==> config.mk <==
export PLATFORM = sky130hd
export DESIGN_NAME = div_ctrl
export DESIGN_NICKNAME = d
export VERILOG_FILES = /design/src/rtl/div_ctrl.sv
export SDC_FILE = /design/constraint.sdc
export NUM_CORES = 1
export LEC_CHECK = 0
export CAP_MARGIN = 20
export CELL_PAD_IN_SITES_DETAIL_PLACEMENT = 0
export CELL_PAD_IN_SITES_GLOBAL_PLACEMENT = 2
export CORE_ASPECT_RATIO = 0.75
export CORE_UTILIZATION = 31
export DETAILED_ROUTE_END_ITERATION = 6
export MAX_ROUTING_LAYER = met4
export PLACE_DENSITY = 0.88
export SLEW_MARGIN = 0
export SYNTH_ARGS = -nofsm -noshare
export SYNTH_HDL_FRONTEND = slang
export SYNTH_SLANG_ARGS = --single-unit
==> constraint.sdc <==
create_clock -name clk -period 5.2 [get_ports clk]
set_input_delay 0.52 -clock clk [delete_from_list [all_inputs] [get_ports clk]]
set_output_delay 0.52 -clock clk [all_outputs]
set_load 0.01 [all_outputs]
==> src/rtl/div_ctrl.sv <==
// div_ctrl: multi-cycle restoring divider controller for DIV/DIVU.
// Define DIV_ZERO_FAST_EN to retire divide-by-zero through a one-cycle ZERO state.
`timescale 1ns/1ps
module div_ctrl (
  input  logic        clk,
  input  logic        rst,
  input  logic        start,
  input  logic        signed_div,
  input  logic [31:0] opa,
  input  logic [31:0] opb,
  input  logic        flush,
  output logic        stall,
  output logic        valid,
  output logic [63:0] result
);

`ifdef DIV_ZERO_FAST_EN
  typedef enum logic [1:0] {IDLE, BUSY, DONE, ZERO} state_t;
`else
  typedef enum logic [1:0] {IDLE, BUSY, DONE} state_t;
`endif

  state_t      state_q, state_d;
  logic [4:0]  cnt_q, cnt_d;
  logic [31:0] rem_q, rem_d;
  logic [31:0] quo_q, quo_d;
  logic [31:0] dvs_q, dvs_d;
  logic        negq_q, negq_d;
  logic        negr_q, negr_d;
  logic [63:0] res_q, res_d;

  logic        accept;
  logic        a_neg, b_neg;
  logic [31:0] a_mag, b_mag;
  logic [32:0] shifted, diff;
  logic        ge;
  logic [31:0] step_rem, step_quo;
  logic [31:0] q_mag, r_mag;
  logic [31:0] q_fix, r_fix;

  assign accept = start & ~flush &
                  ((state_q == IDLE) | (state_q == DONE));

  assign a_neg = signed_div & opa[31];
  assign b_neg = signed_div & opb[31];
  assign a_mag = a_neg ? -opa : opa;
  assign b_mag = b_neg ? -opb : opb;

  // shift remainder:quotient left one bit, then trial-subtract
  assign shifted  = {rem_q, quo_q[31]};
  assign diff     = shifted - {1'b0, dvs_q};
  assign ge       = ~diff[32];
  assign step_rem = ge ? diff[31:0] : shifted[31:0];
  assign step_quo = {quo_q[30:0], ge};

  always_comb begin
    q_mag = step_quo;
    r_mag = step_rem;
`ifdef DIV_ZERO_FAST_EN
    // ZERO keeps the dividend magnitude in quo_q
    if (state_q == ZERO) begin
      q_mag = 32'hFFFF_FFFF;
      r_mag = quo_q;
    end
`endif
  end

  assign q_fix = negq_q ? -q_mag : q_mag;
  assign r_fix = negr_q ? -r_mag : r_mag;

  always_comb begin
    state_d = state_q;
    cnt_d   = cnt_q;
    rem_d   = rem_q;
    quo_d   = quo_q;
    dvs_d   = dvs_q;
    negq_d  = negq_q;
    negr_d  = negr_q;
    res_d   = res_q;
    unique case (state_q)
      IDLE, DONE: begin
        if (accept) begin
          rem_d   = '0;
          quo_d   = a_mag;
          dvs_d   = b_mag;
          negq_d  = a_neg ^ b_neg;
          negr_d  = a_neg;
          cnt_d   = 5'd31;
          state_d = BUSY;
`ifdef DIV_ZERO_FAST_EN
          if (opb == '0) state_d = ZERO;
`endif
        end else begin
          state_d = IDLE;
        end
      end
      BUSY: begin
        if (flush) begin
          state_d = IDLE;
        end else begin
          rem_d = step_rem;
          quo_d = step_quo;
          if (cnt_q == '0) begin
            state_d = DONE;
            res_d   = {r_fix, q_fix};
          end else begin
            cnt_d = cnt_q - 5'd1;
          end
        end
      end
`ifdef DIV_ZERO_FAST_EN
      ZERO: begin
        if (flush) begin
          state_d = IDLE;
        end else begin
          state_d = DONE;
          res_d   = {r_fix, q_fix};
        end
      end
`endif
      default: state_d = IDLE;
    endcase
  end

  always_ff @(posedge clk or posedge rst) begin
    if (rst) begin
      state_q <= IDLE;
      cnt_q   <= '0;
      rem_q   <= '0;
      quo_q   <= '0;
      dvs_q   <= '0;
      negq_q  <= 1'b0;
      negr_q  <= 1'b0;
      res_q   <= '0;
    end else begin
      state_q <= state_d;
      cnt_q   <= cnt_d;
      rem_q   <= rem_d;
      quo_q   <= quo_d;
      dvs_q   <= dvs_d;
      negq_q  <= negq_d;
      negr_q  <= negr_d;
      res_q   <= res_d;
    end
  end

`ifdef DIV_ZERO_FAST_EN
  assign stall = (state_q == BUSY) | (state_q == ZERO) | accept;
`else
  assign stall = (state_q == BUSY) | accept;
`endif
  assign valid  = (state_q == DONE);
  assign result = res_q;

endmodule

==> summary.txt, run 1 <==
Logic synthesis
  • Syn. warnings: 0
  • Top cells by area, synth: dfrtp_1 35%, o21ai_0 9.2%, nand2_1 7.6%, xor2_1 5.5%, a21oi_1 4.8%
  • Mapped Nets: 1639
  • Largest family of logic cells by synthesized area: compound AO/OA/AOI/OAI gates
  • Cell count after synthesis: 1531
  • Top_reg_cell synth: dfrtp_1
  • Seq/Total Area, Yosys: 35.0%
  • Post-synthesis simple-gate area fraction: 20.7%
  • Library cells used by synthesis: 75
  • Ys async rst share: 100%
  • Flops & latches, synth: 169
  • Mapped Avg Cell Area: 7.90 µm²
  • Count leader, synth: nand2_1
  • Multiplexer area fraction after synthesis: 1.19%
  • Compound-Gate Fraction of Synth Area: 24.1%
  • Area share of fa/ha/maj cells after synthesis: 4.10%
  • EDFF count, synth: 0
  • Cell accounting for the most synthesized area: dfrtp_1
  • Post-Syn Area: 12100 µm²
  • Post-synth top area share: between 30% and 40%
  • Post-synth top cells: 246 x nand2_1, 222 x o21ai_0, 169 x dfrtp_1, 117 x a21oi_1, 93 x nor2_1
  • XOR/XNOR Fraction of Synth Area: 10.3%

Drt
  • Met2 Routed Length: between 15000 and 20000 µm
  • DRT Pass-1 Iters: 5
  • Vias: 11500
  • Routed WL: around 42000 µm
  • Metal3 WL: about 2000 µm
  • DRC viols: 0
  • M1 wire length: 22900 µm
  • Initial DRC count: 972
  • ANT nets after route: 0
  • DR WL/cell: between 15 and 20 µm
  • Vias per cell: 5.33
  • Uppermost layer routed: met4

Power and ir drop
  • Final total power: 0.00621 W
  • Leak pwr: 6.08 nW
  • Pwr dens: around 420 nW/µm²
  • VDD IR max: 0.251 mV

Die
  • Starting Density: a little under a third
  • Cell Rows: 62
  • Die Span Y: roughly 170 µm
  • Die W: 230 µm
  • Die footprint: around 40000 µm²
  • Core Box Area: 38300 µm²
  • IO Pins: 135

Worst setup path
  • Nature of the critical path endpoint: flip-flop
  • Critical path class: flip-flop to flip-flop
  • R2r worst-path depth: 18
  • Ordered list of cells on the worst path: inv_1 > ha_1 > fa_1 > nand2b_1 > a211oi_4 > o21a_1 > a21o_1 > o31a_1 > nor2_2 > inv_2 > ha_1 > nand3_1 > or2_2 > or3_1 > or4_1 > o41ai_2 > xor2_1 > o21ai_0
  • CP most frequent cell: ha_1
  • CP required: 5.51 ns
  • Crit path max-delay cell type: or4_1
  • Critical Path AT: 5.25 ns
  • Crit start category: flip-flop
  • Top fanout value on the critical path: 9
  • CP peak stage delay: 0.49 ns

Placement
  • Pre-CTS setup slack: 0.234 ns
  • HPWL after DPL: around 33000 µm
  • I/O Buffers: 134
  • Routability cong.: approximately 0.95

CTS
  • Hold-fix buffers, CTS: 0
  • Clk sink count: around 170
  • Clock Latency Late Sink: about 0.46 ns
  • Clock buffer count from CTS: 17
  • Worst-path clk slew: 0.07 ns
  • H-tree levels: 4
  • Root buffer cell: clkbuf_16
  • TritonCTS clock tree: yes
  • Clock buffer depth: 2

Layout
  • Share of cells above drive strength 1: 5.31%
  • Final Util: 38.2%
  • Fillers: 3980
  • Area grow syn2layout: 21.0%
  • ANT cells: 0
  • Final nets: 1732

Timing
  • Max Slew Vio Count: 0
  • Final WS setup: 0.259 ns
  • Worst slew pin tran: 0.987 ns
  • Relative slew slack: 34.2%
  • Final Skew: ~0.018 ns
  • Crit share post-route: 95.0%
  • Final TNS setup: 0 ns
  • FMAX: 0.202 GHz
  • Count of final hold-check violations: 0
  • Period minus WS final: 4.94 ns
  • Final setup viols: 0

Global routing
  • Number of global-route vias before repair: 10600
  • Total grt overflow: 0
  • Initial antenna violation count: 0
  • Largest net degree at the start of global routing: 89
  • First-pass GRT wire length: 64400 µm
  • Gr usage total: 21.6%

Status
  • Status: complete, no violations

Hold path
  • Worst Hold Depth: 2
  • Hold Crit Class: flip-flop to flip-flop

Flow run
  • Max-cap violations: 0
==> final timing paths <==
| path | slack [ns] | endpoint | from |
|---|---|---|---|
| hold / removal | 0.48 | result[7] | result[7] |
| setup reg to reg | 0.26 | result[30] | quo_q[31] |
| min in group asynchronous | 0.56 | result[31] | rst |
| hold reg to reg | 0.48 | result[7] | result[7] |
| setup / recovery | 0.26 | result[30] | quo_q[31] |
| max in group asynchronous | 3.67 | dvs_q[17] | rst |
==> area by class of cell <==
class,instances,area (µm²),area share (%)
Sequential cell,169,4230,28.9
Multi-Input combinational cell,1217,7360,50.3
Inverter,61,234,1.60
Clock inverter,15,208,1.42
Timing Repair Buffer,158,1530,10.5
Clock buffer,17,425,2.91
Tap cell,512,641,4.38
==> power breakdown <==
group | switching (W) | leakage (nW) | total, W | internal [W]
Clock | 0.000635 | 0.304 | 0.00137 | 0.000738
Sequential | 0.000297 | 2.22 | 0.00180 | 0.00150
Combinational | 0.00191 | 3.55 | 0.00304 | 0.00113
==> logic make-up after synthesis <==
group / Yosys count
AND/OR/NAND/NOR: 532
AO/OA/AOI/OAI: 491
flip-flops: 169
buffers and inverters: 145
XOR/XNOR: 141
adder cells (fa/ha/maj): 39
multiplexers: 14
==> routing by layer <==
| metal | vias to the layer above | track usage [%] |
|---|---|---|
| met2 | 298 | 27.4 |
| met1 | 5508 | 34.6 |
| li1 | 5618 | - |
| met5 | - | - |
| met3 | 26 | 3.68 |
| met4 | 0 | 3.81 |
==> cells in the final DEF (no fill, tap or decap), types with 10 or more instances in the layout <==
cell,n
dfrtp_1,169
o31ai_1,24
nor4_1,19
xnor2_1,64
nor3_1,32
nand2_1,244
inv_1,59
mux2i_1,11
o21ai_0,222
ha_1,38
nand3_1,19
a21oi_1,116
buf_4,23
or4_1,12
clkbuf_16,17
or3_1,25
clkdlybuf4s50_1,134
and3_1,10
nor2_1,92
xor2_1,76
o21a_1,17
a21o_1,12
nand2b_1,14
a211oi_1,12
nand4_1,11
==> worst max-delay path, delay by kind of cell, from the launching register on <==
kind	cells	cell delay, ns
AND/OR/NAND/NOR	6	1.62
AO/OA/AOI/OAI	6	1.44
adder cells (fa/ha/maj)	3	0.88
flip-flops	1	0.39
buffers and inverters	2	0.27
XOR/XNOR	1	0.18
==> stage by stage <==
step / std cells / instance area, µm² / hold WS, ns
after floorplan: 1531 / 12100 / 0.450
after global placement: 2115 / 14000 / 0.463
after detailed placement: 2115 / 14000 / 0.471
after CTS: 2147 / 14600 / 0.486
after global routing: 2149 / 14600 / 0.502
final: 2149 / 14600 / 0.478
==> flip-flops by register name (all words and copies together) (netlist names) <==
register / flops
state_q: 2
result: 64
negq_q: 1
quo_q: 32
dvs_q: 32
rem_q: 32
negr_q: 1
cnt_q: 5
==> repair_timing <==
action | 4_1_cts | 5_1_grt
endpoints found under the setup margin | 0 | 9
hold endpoints to repair | 0 | 0
buffers inserted | 0 | 2
gates resized for setup | 0 | 3
(Power assumes the default switching activity.)
==> run 2, diff against run 1 <==
Settings changed: CELL_PAD_IN_SITES_DETAIL_PLACEMENT 0 to not set, CELL_PAD_IN_SITES_GLOBAL_PLACEMENT 2 to not set, CORE_UTILIZATION 31 to 50, PLACE_DENSITY 0.88 to 0.85.
==> run 2 against run 1 <==
Worst setup slack improved by 0.048 ns; clock skew shrank 0.0069 ns; power fell by 2.2%; worst hold slack improved by 0.00081 ns; design area is 2.6% lower; maximum frequency grew 0.98%; die area down 38%; sequential power about the same; final cell count is 10% lower; routed wire length fell by 6.5%; non-clock buffer count down 6; core utilization rose by 23 points; highest routed layer unchanged.
==> summary.txt, run 2 (same netlist as run 1, synthesis figures left out) <==
Drt
  • DR WL/cell: 20.1 µm (+4.1%)
  • ANT nets after route: 0 (unchanged)
  • Met2 Routed Length: 15500 µm (-4.6%)
  • Routed WL: 38900 µm (-6.5%)
  • Uppermost layer routed: met4
  • Vias: 12000 (+4.9%)
  • M1 wire length: 18400 µm (-20%)
  • Vias per cell: 6.22 (+17%)
  • Initial DRC count: 1398 (+44%)
  • DRC viols: 0 (unchanged)
  • Metal3 WL: 4550 µm (+120%)
  • DRT Pass-1 Iters: 7 (+2)

Layout
  • ANT cells: 0 (unchanged)
  • Number of flip-flops in the largest register: 64 (unchanged)
  • Share of cells above drive strength 1: 4.90% (-0.41 points)
  • Design Area, Final: 14200 µm² (-2.6%)
  • Final nets: 1726 (-0.35%)
  • Most frequent cells in the layout: 244 x nand2_1, 222 x o21ai_0, 169 x dfrtp_1
  • Fillers: 2035 (-49%)
  • Post-Layout Cell Count: 1931 (-10%)
  • Commonest non-fill, non-tap cell in the layout: nand2_1
  • Area grow syn2layout: 17.8%

CTS
  • Clock buffer count from CTS: 17 (unchanged)
  • Clock buffer depth: 2 (unchanged)
  • Clock Latency Late Sink: 0.45 ns (about the same)
  • Root buffer cell: clkbuf_16
  • Clk sink count: 169 (unchanged)
  • Worst-path clk slew: 0.08 ns (about the same)
  • H-tree levels: 4 (unchanged)
  • TritonCTS clock tree: yes
  • Hold-fix buffers, CTS: 0 (unchanged)
  • Post-CTS Setup Inserts: 0 (unchanged)

Timing
  • Relative slew slack: 33.1% (-1.0 points)
  • Final setup viols: 0 (unchanged)
  • Final TNS setup: 0 ns (unchanged)
  • Unrepaired setup endpoints after global routing: false
  • Crit share post-route: 94.1% (-0.93 points)
  • Count of final hold-check violations: 0 (unchanged)
  • FMAX: 0.204 GHz (+0.98%)
  • Period minus WS final: 4.89 ns (-0.0481 ns)
  • Worst slew pin tran: 1.00 ns (+0.0157 ns)
  • Final Skew: 0.0114 ns (-0.00689 ns)
  • Max Slew Vio Count: 0 (unchanged)

Worst setup path
  • Crit start category: flip-flop
  • Top fanout value on the critical path: 11 (+2)
  • Critical R2R Launch: quo_q[31]
  • Critical path class: flip-flop to flip-flop
  • Critical Path AT: 5.21 ns (-0.04 ns)
  • Nature of the critical path endpoint: flip-flop
  • Crit path from: quo_q[31]
  • CP required: 5.52 ns (about the same)

Placement
  • Placed cell areas: 13700 µm² (-2.3%)
  • Routability cong.: 1.05 (+11%)
  • Inst Count DP: 1898 (-10%)
  • I/O Buffers: 134 (unchanged)
  • HPWL after DPL: 29600 µm (-9.2%)

Flow run
  • Max-cap violations: 0 (unchanged)

Die
  • Starting Density: 51.8% (+20 points)
  • Cell Rows: 48 (-23%)
  • Die W: 182 µm (-21%)
  • IO Pins: 135 (unchanged)
  • Die footprint: 24800 µm² (-38%)
  • Die Span Y: 137 µm (-21%)
  • Core Box Area: 23400 µm² (-39%)

Global routing
  • Number of global-route vias before repair: 10600 (-0.72%)
  • Largest net degree at the start of global routing: 105 (+18%)
  • Gr usage total: 32.8% (+11 points)
  • Total grt overflow: 0 (unchanged)
  • First-pass GRT wire length: 60100 µm (-6.7%)
  • Initial antenna violation count: 0 (unchanged)

Status
  • Status: complete, no violations

Hold path
  • Hold Crit Class: flip-flop to flip-flop
  • Worst hold start: result[27]

Power and ir drop
  • Pwr dens: 426 nW/µm² (+0.46%)
  • VDD IR max: 0.337 mV (+35%)
  • Leak pwr: 6.01 nW (-1.0%)
[run 2: cell types whose count changed in the layout (fill, tap and decap cells not counted), sizes merged]
cell,change
buf,-6
bufinv,-2
clkbuf,+1
clkinv,-3
clkinvlp,+3
inv,+1
[run 2: critical path, cell delays in order, from the launching register on]
cell and delay (ns):
dfrtp_1 0.39, inv_1 0.09, ha_1 0.22, fa_1 0.39, nand2b_1 0.21, a211oi_4 0.37, o21a_1 0.25, a21o_1 0.21
o31a_1 0.20, nor2_2 0.06, inv_2 0.19, ha_1 0.26, nand3_1 0.11, or2_2 0.34, or3_1 0.40, or4_1 0.49
o41ai_2 0.33, xor2_1 0.17, o21ai_0 0.08
[run 2: path summary, 6_finish.rpt]
kind | to | slack (ns) | cells after the start
max in group asynchronous | dvs_q[11] | 3.53 | 3
min | result[27] | 0.48 | 2
max | result[30] | 0.31 | 18
min reg2reg | result[27] | 0.48 | 2
max reg2reg | result[30] | 0.31 | 18
min in group asynchronous | result[63] | 0.61 | 2
[run 2: timing repair]
item,CTS,global route
resized for setup,0,2
endpoints found under the hold margin,0,0
setup endpoints to repair,0,3
[run 2: area by class of cell]
cell class	instances	area [µm²]	area share (%)
multi-input combinational	1217	7350	51.6
sequential	169	4230	29.7
timing repair buffer	152	1490	10.5
clock buffer	18	439	3.08
tap	300	375	2.63
inverter	61	234	1.64
clock inverter	14	129	0.905
[run 2: layer usage]
| metal | GRT usage (%) | vias to the layer above |
|---|---|---|
| met1 | 49.1 | 5727 |
| met5 | - | - |
| met2 | 43.2 | 633 |
| li1 | - | 5615 |
| met3 | 9.26 | 39 |
| met4 | 6.31 | 0 |
[run 2: stage by stage]
stage               hold WS (ns)  total power, W  worst slack [ns]  util (%)
floorplan                  0.450         0.00381           0.00549         -
global placement           0.462         0.00466             0.398      58.4
detailed placement         0.470         0.00469             0.300      58.4
CTS                        0.487         0.00597             0.285      60.9
global route               0.508         0.00640           0.00678      61.0
finish                     0.479         0.00607             0.307      61.0
[run 2: where the power goes]
part           total (W)  switching (W)  internal [W]
registers        0.00181       0.000308       0.00150
clock network    0.00126       0.000615      0.000644
logic            0.00301        0.00189       0.00112
==> run 3, diff against run 2 <==
Settings changed: CTS_BUF_LIST set to sky130_fd_sc_hd__clkbuf_4 sky130_fd_sc_hd__clkbuf_8, PLACE_DENSITY 0.85 to 0.75.
==> run 3 against run 2 <==
Die area is the same; sequential power barely moved; routed wire length fell by 1.2%; largest power group unchanged; maximum frequency up 2.5%; power decreased by 2.8%; count of clock-buffer cells in the layout rose by 4; critical path depth is 2 lower; global-route usage about the same.
==> summary.txt, run 3 (same netlist as run 1, synthesis figures left out) <==
Timing
  • Worst slew pin tran: 0.964 ns (-0.0383 ns)
  • Relative slew slack: 35.5% (+2.3 points)
  • Final Skew: 0.0198 ns (+0.00836 ns)
  • Crit share post-route: 91.8% (-2.3 points)
  • Max Slew Vio Count: 0 (unchanged)
  • Final setup viols: 0 (unchanged)
  • FMAX: 0.210 GHz (+2.5%)
  • Period minus WS final: 4.77 ns (-0.121 ns)
  • Count of final hold-check violations: 0 (unchanged)

Global routing
  • M2 GR Usage: 41.1% (-2.1 points)
  • Largest net degree at the start of global routing: 99 (-5.7%)
  • Total grt overflow: 0 (unchanged)
  • Gr busiest metal: met1
  • Met3 Track Usage GR: 9.85% (+0.59 points)
  • Gr usage total: 32.8% (about the same)
  • Met1 usage: 50.5% (+1.3 points)
  • First-pass GRT wire length: 60300 µm (+0.34%)
  • Number of global-route vias before repair: 10400 (-1.1%)
  • Initial antenna violation count: 0 (unchanged)

Drt
  • Vias per cell: 6.00 (-3.5%)
  • Initial DRC count: 1144 (-18%)
  • DRT Pass-1 Iters: 5 (-2)
  • Vias: 11600 (-3.3%)
  • DR WL/cell: 19.8 µm (-1.4%)
  • DRC viols: 0 (unchanged)
  • Routed WL: 38400 µm (-1.2%)
  • ANT nets after route: 0 (unchanged)

Layout
  • Final Util: 60.6% (-0.36 points)
  • Register area: 4230 µm² (unchanged)
  • Area grow syn2layout: 17.1%
  • Fillers: 2100 (+3.2%)
  • Final nets: 1731 (+0.29%)
  • Multi-input gate area: 7350 µm² (about the same)
  • ANT cells: 0 (unchanged)
  • Share of cells above drive strength 1: 5.32% (+0.42 points)
  • Design Area, Final: 14200 µm² (-0.59%)
  • Most frequent cells in the layout: 244 x nand2_1, 222 x o21ai_0, 169 x dfrtp_1
  • Number of flip-flops in the largest register: 64 (unchanged)
  • Commonest non-fill, non-tap cell in the layout: nand2_1

Die
  • Starting Density: 51.8% (unchanged)
  • Cell Rows: 48 (unchanged)
  • Die W: 182 µm (unchanged)
  • Die footprint: 24800 µm² (unchanged)
  • IO Pins: 135 (unchanged)
  • Die Span Y: 137 µm (unchanged)
  • Core Box Area: 23400 µm² (unchanged)

CTS
  • TritonCTS clock tree: yes
  • Worst-path clk slew: 0.10 ns (+0.02 ns)
  • Clk sink count: 169 (unchanged)
  • Post-CTS Setup Inserts: 0 (unchanged)
  • Post-CTS sizing: 0 (unchanged)
  • Root buffer cell: clkbuf_8
  • Clock buffer depth: 2 (unchanged)
  • H-tree levels: 4 (unchanged)
  • Clock Latency Late Sink: 0.49 ns (+0.04 ns)
  • Clock buffer count from CTS: 17 (unchanged)
  • Hold-fix buffers, CTS: 0 (unchanged)

Power and ir drop
  • Pwr dens: 417 nW/µm² (-2.2%)
  • Leak pwr: 6.00 nW (-0.29%)
  • VDD IR max: 0.256 mV (-24%)
  • Final total power: 0.00590 W (-2.8%)

Worst setup path
  • CP required: 5.54 ns (+0.02 ns)
  • Critical R2R Launch: rem_q[16]
  • Crit start category: flip-flop
  • Crit path from: rem_q[16]
  • Critical path class: flip-flop to flip-flop
  • CP peak stage delay: 0.50 ns (about the same)
  • Top fanout value on the critical path: 9 (-2)
  • Critical Path AT: 5.11 ns (-0.10 ns)
  • Crit path max-delay cell type: or4_1
  • Ordered list of cells on the worst path: ha_1 > a21oi_2 > o211ai_1 > a311o_1 > or3_1 > o32ai_2 > nor2_2 > inv_2 > ha_1 > nand3_1 > or2_2 > or3_1 > or4_1 > o41ai_2 > xor2_1 > o21ai_0
  • Nature of the critical path endpoint: flip-flop

Placement
  • Placed cell areas: 13700 µm² (+0.33%)
  • HPWL after DPL: 29800 µm (+0.69%)
  • I/O Buffers: 134 (unchanged)
  • Routability cong.: 0.953 (-9.3%)

Hold path
  • Worst hold start: result[52]
  • Hold Crit Class: flip-flop to flip-flop

Flow run
  • Max-cap violations: 0 (unchanged)

Status
  • Status: complete, no violations
[run 3: power by group]
| group | total (W) | switching (W) | internal, W |
|---|---|---|---|
| clock | 0.00109 | 0.000512 | 0.000582 |
| combinational | 0.00302 | 0.00189 | 0.00113 |
| sequential | 0.00179 | 0.000289 | 0.00150 |
| total | 0.00590 | 0.00269 | 0.00321 |
[run 3: final timing paths]
path	to	slack, ns	cells past startpoint
max in group asynchronous	dvs_q[21]	3.52	3
setup reg to reg	result[30]	0.43	16
min in group asynchronous	result[45]	0.61	2
hold / removal	result[52]	0.48	2
hold reg to reg	result[52]	0.48	2
setup / recovery	result[30]	0.43	16
[run 3: area by class of cell]
type	instances	share of cell area, %
Clock buffer	22	2.09
Clock inverter	9	1.13
Inverter	61	1.65
Timing Repair Buffer	157	10.7
Tap cell	300	2.65
Sequential cell	169	29.9
Multi-Input combinational cell	1217	51.9
[run 3: metal layers]
layer	part of all wire, %	vias up	wire length [µm]
met1	50	5487	19200
met2	38	500	14600
met4	0.98	0	378
met3	11	25	4160
met5	0	-	0
li1	-	5602	-
[run 3: critical path, delay by kind of cell (launching register included)]
| kind | cells | cell delay, ns |
|---|---|---|
| buffers and inverters | 1 | 0.16 |
| flip-flops | 1 | 0.48 |
| AND/OR/NAND/NOR | 6 | 1.82 |
| adder cells (fa/ha/maj) | 2 | 0.68 |
| AO/OA/AOI/OAI | 6 | 1.32 |
| XOR/XNOR | 1 | 0.16 |
[run 3: per-stage QoR]
| stage | std cells | setup TNS (ns) | hold WS, ns | worst slack [ns] |
|---|---|---|---|---|
| CTS | 1935 | 0 | 0.489 | 0.366 |
| finish | 1935 | 0 | 0.481 | 0.428 |
| floorplan | 1531 | 0 | 0.450 | 0.00549 |
| global placement | 1904 | 0 | 0.460 | 0.484 |
| detailed placement | 1904 | 0 | 0.469 | 0.397 |
| global route | 1935 | -0.00137 | 0.511 | -0.00137 |
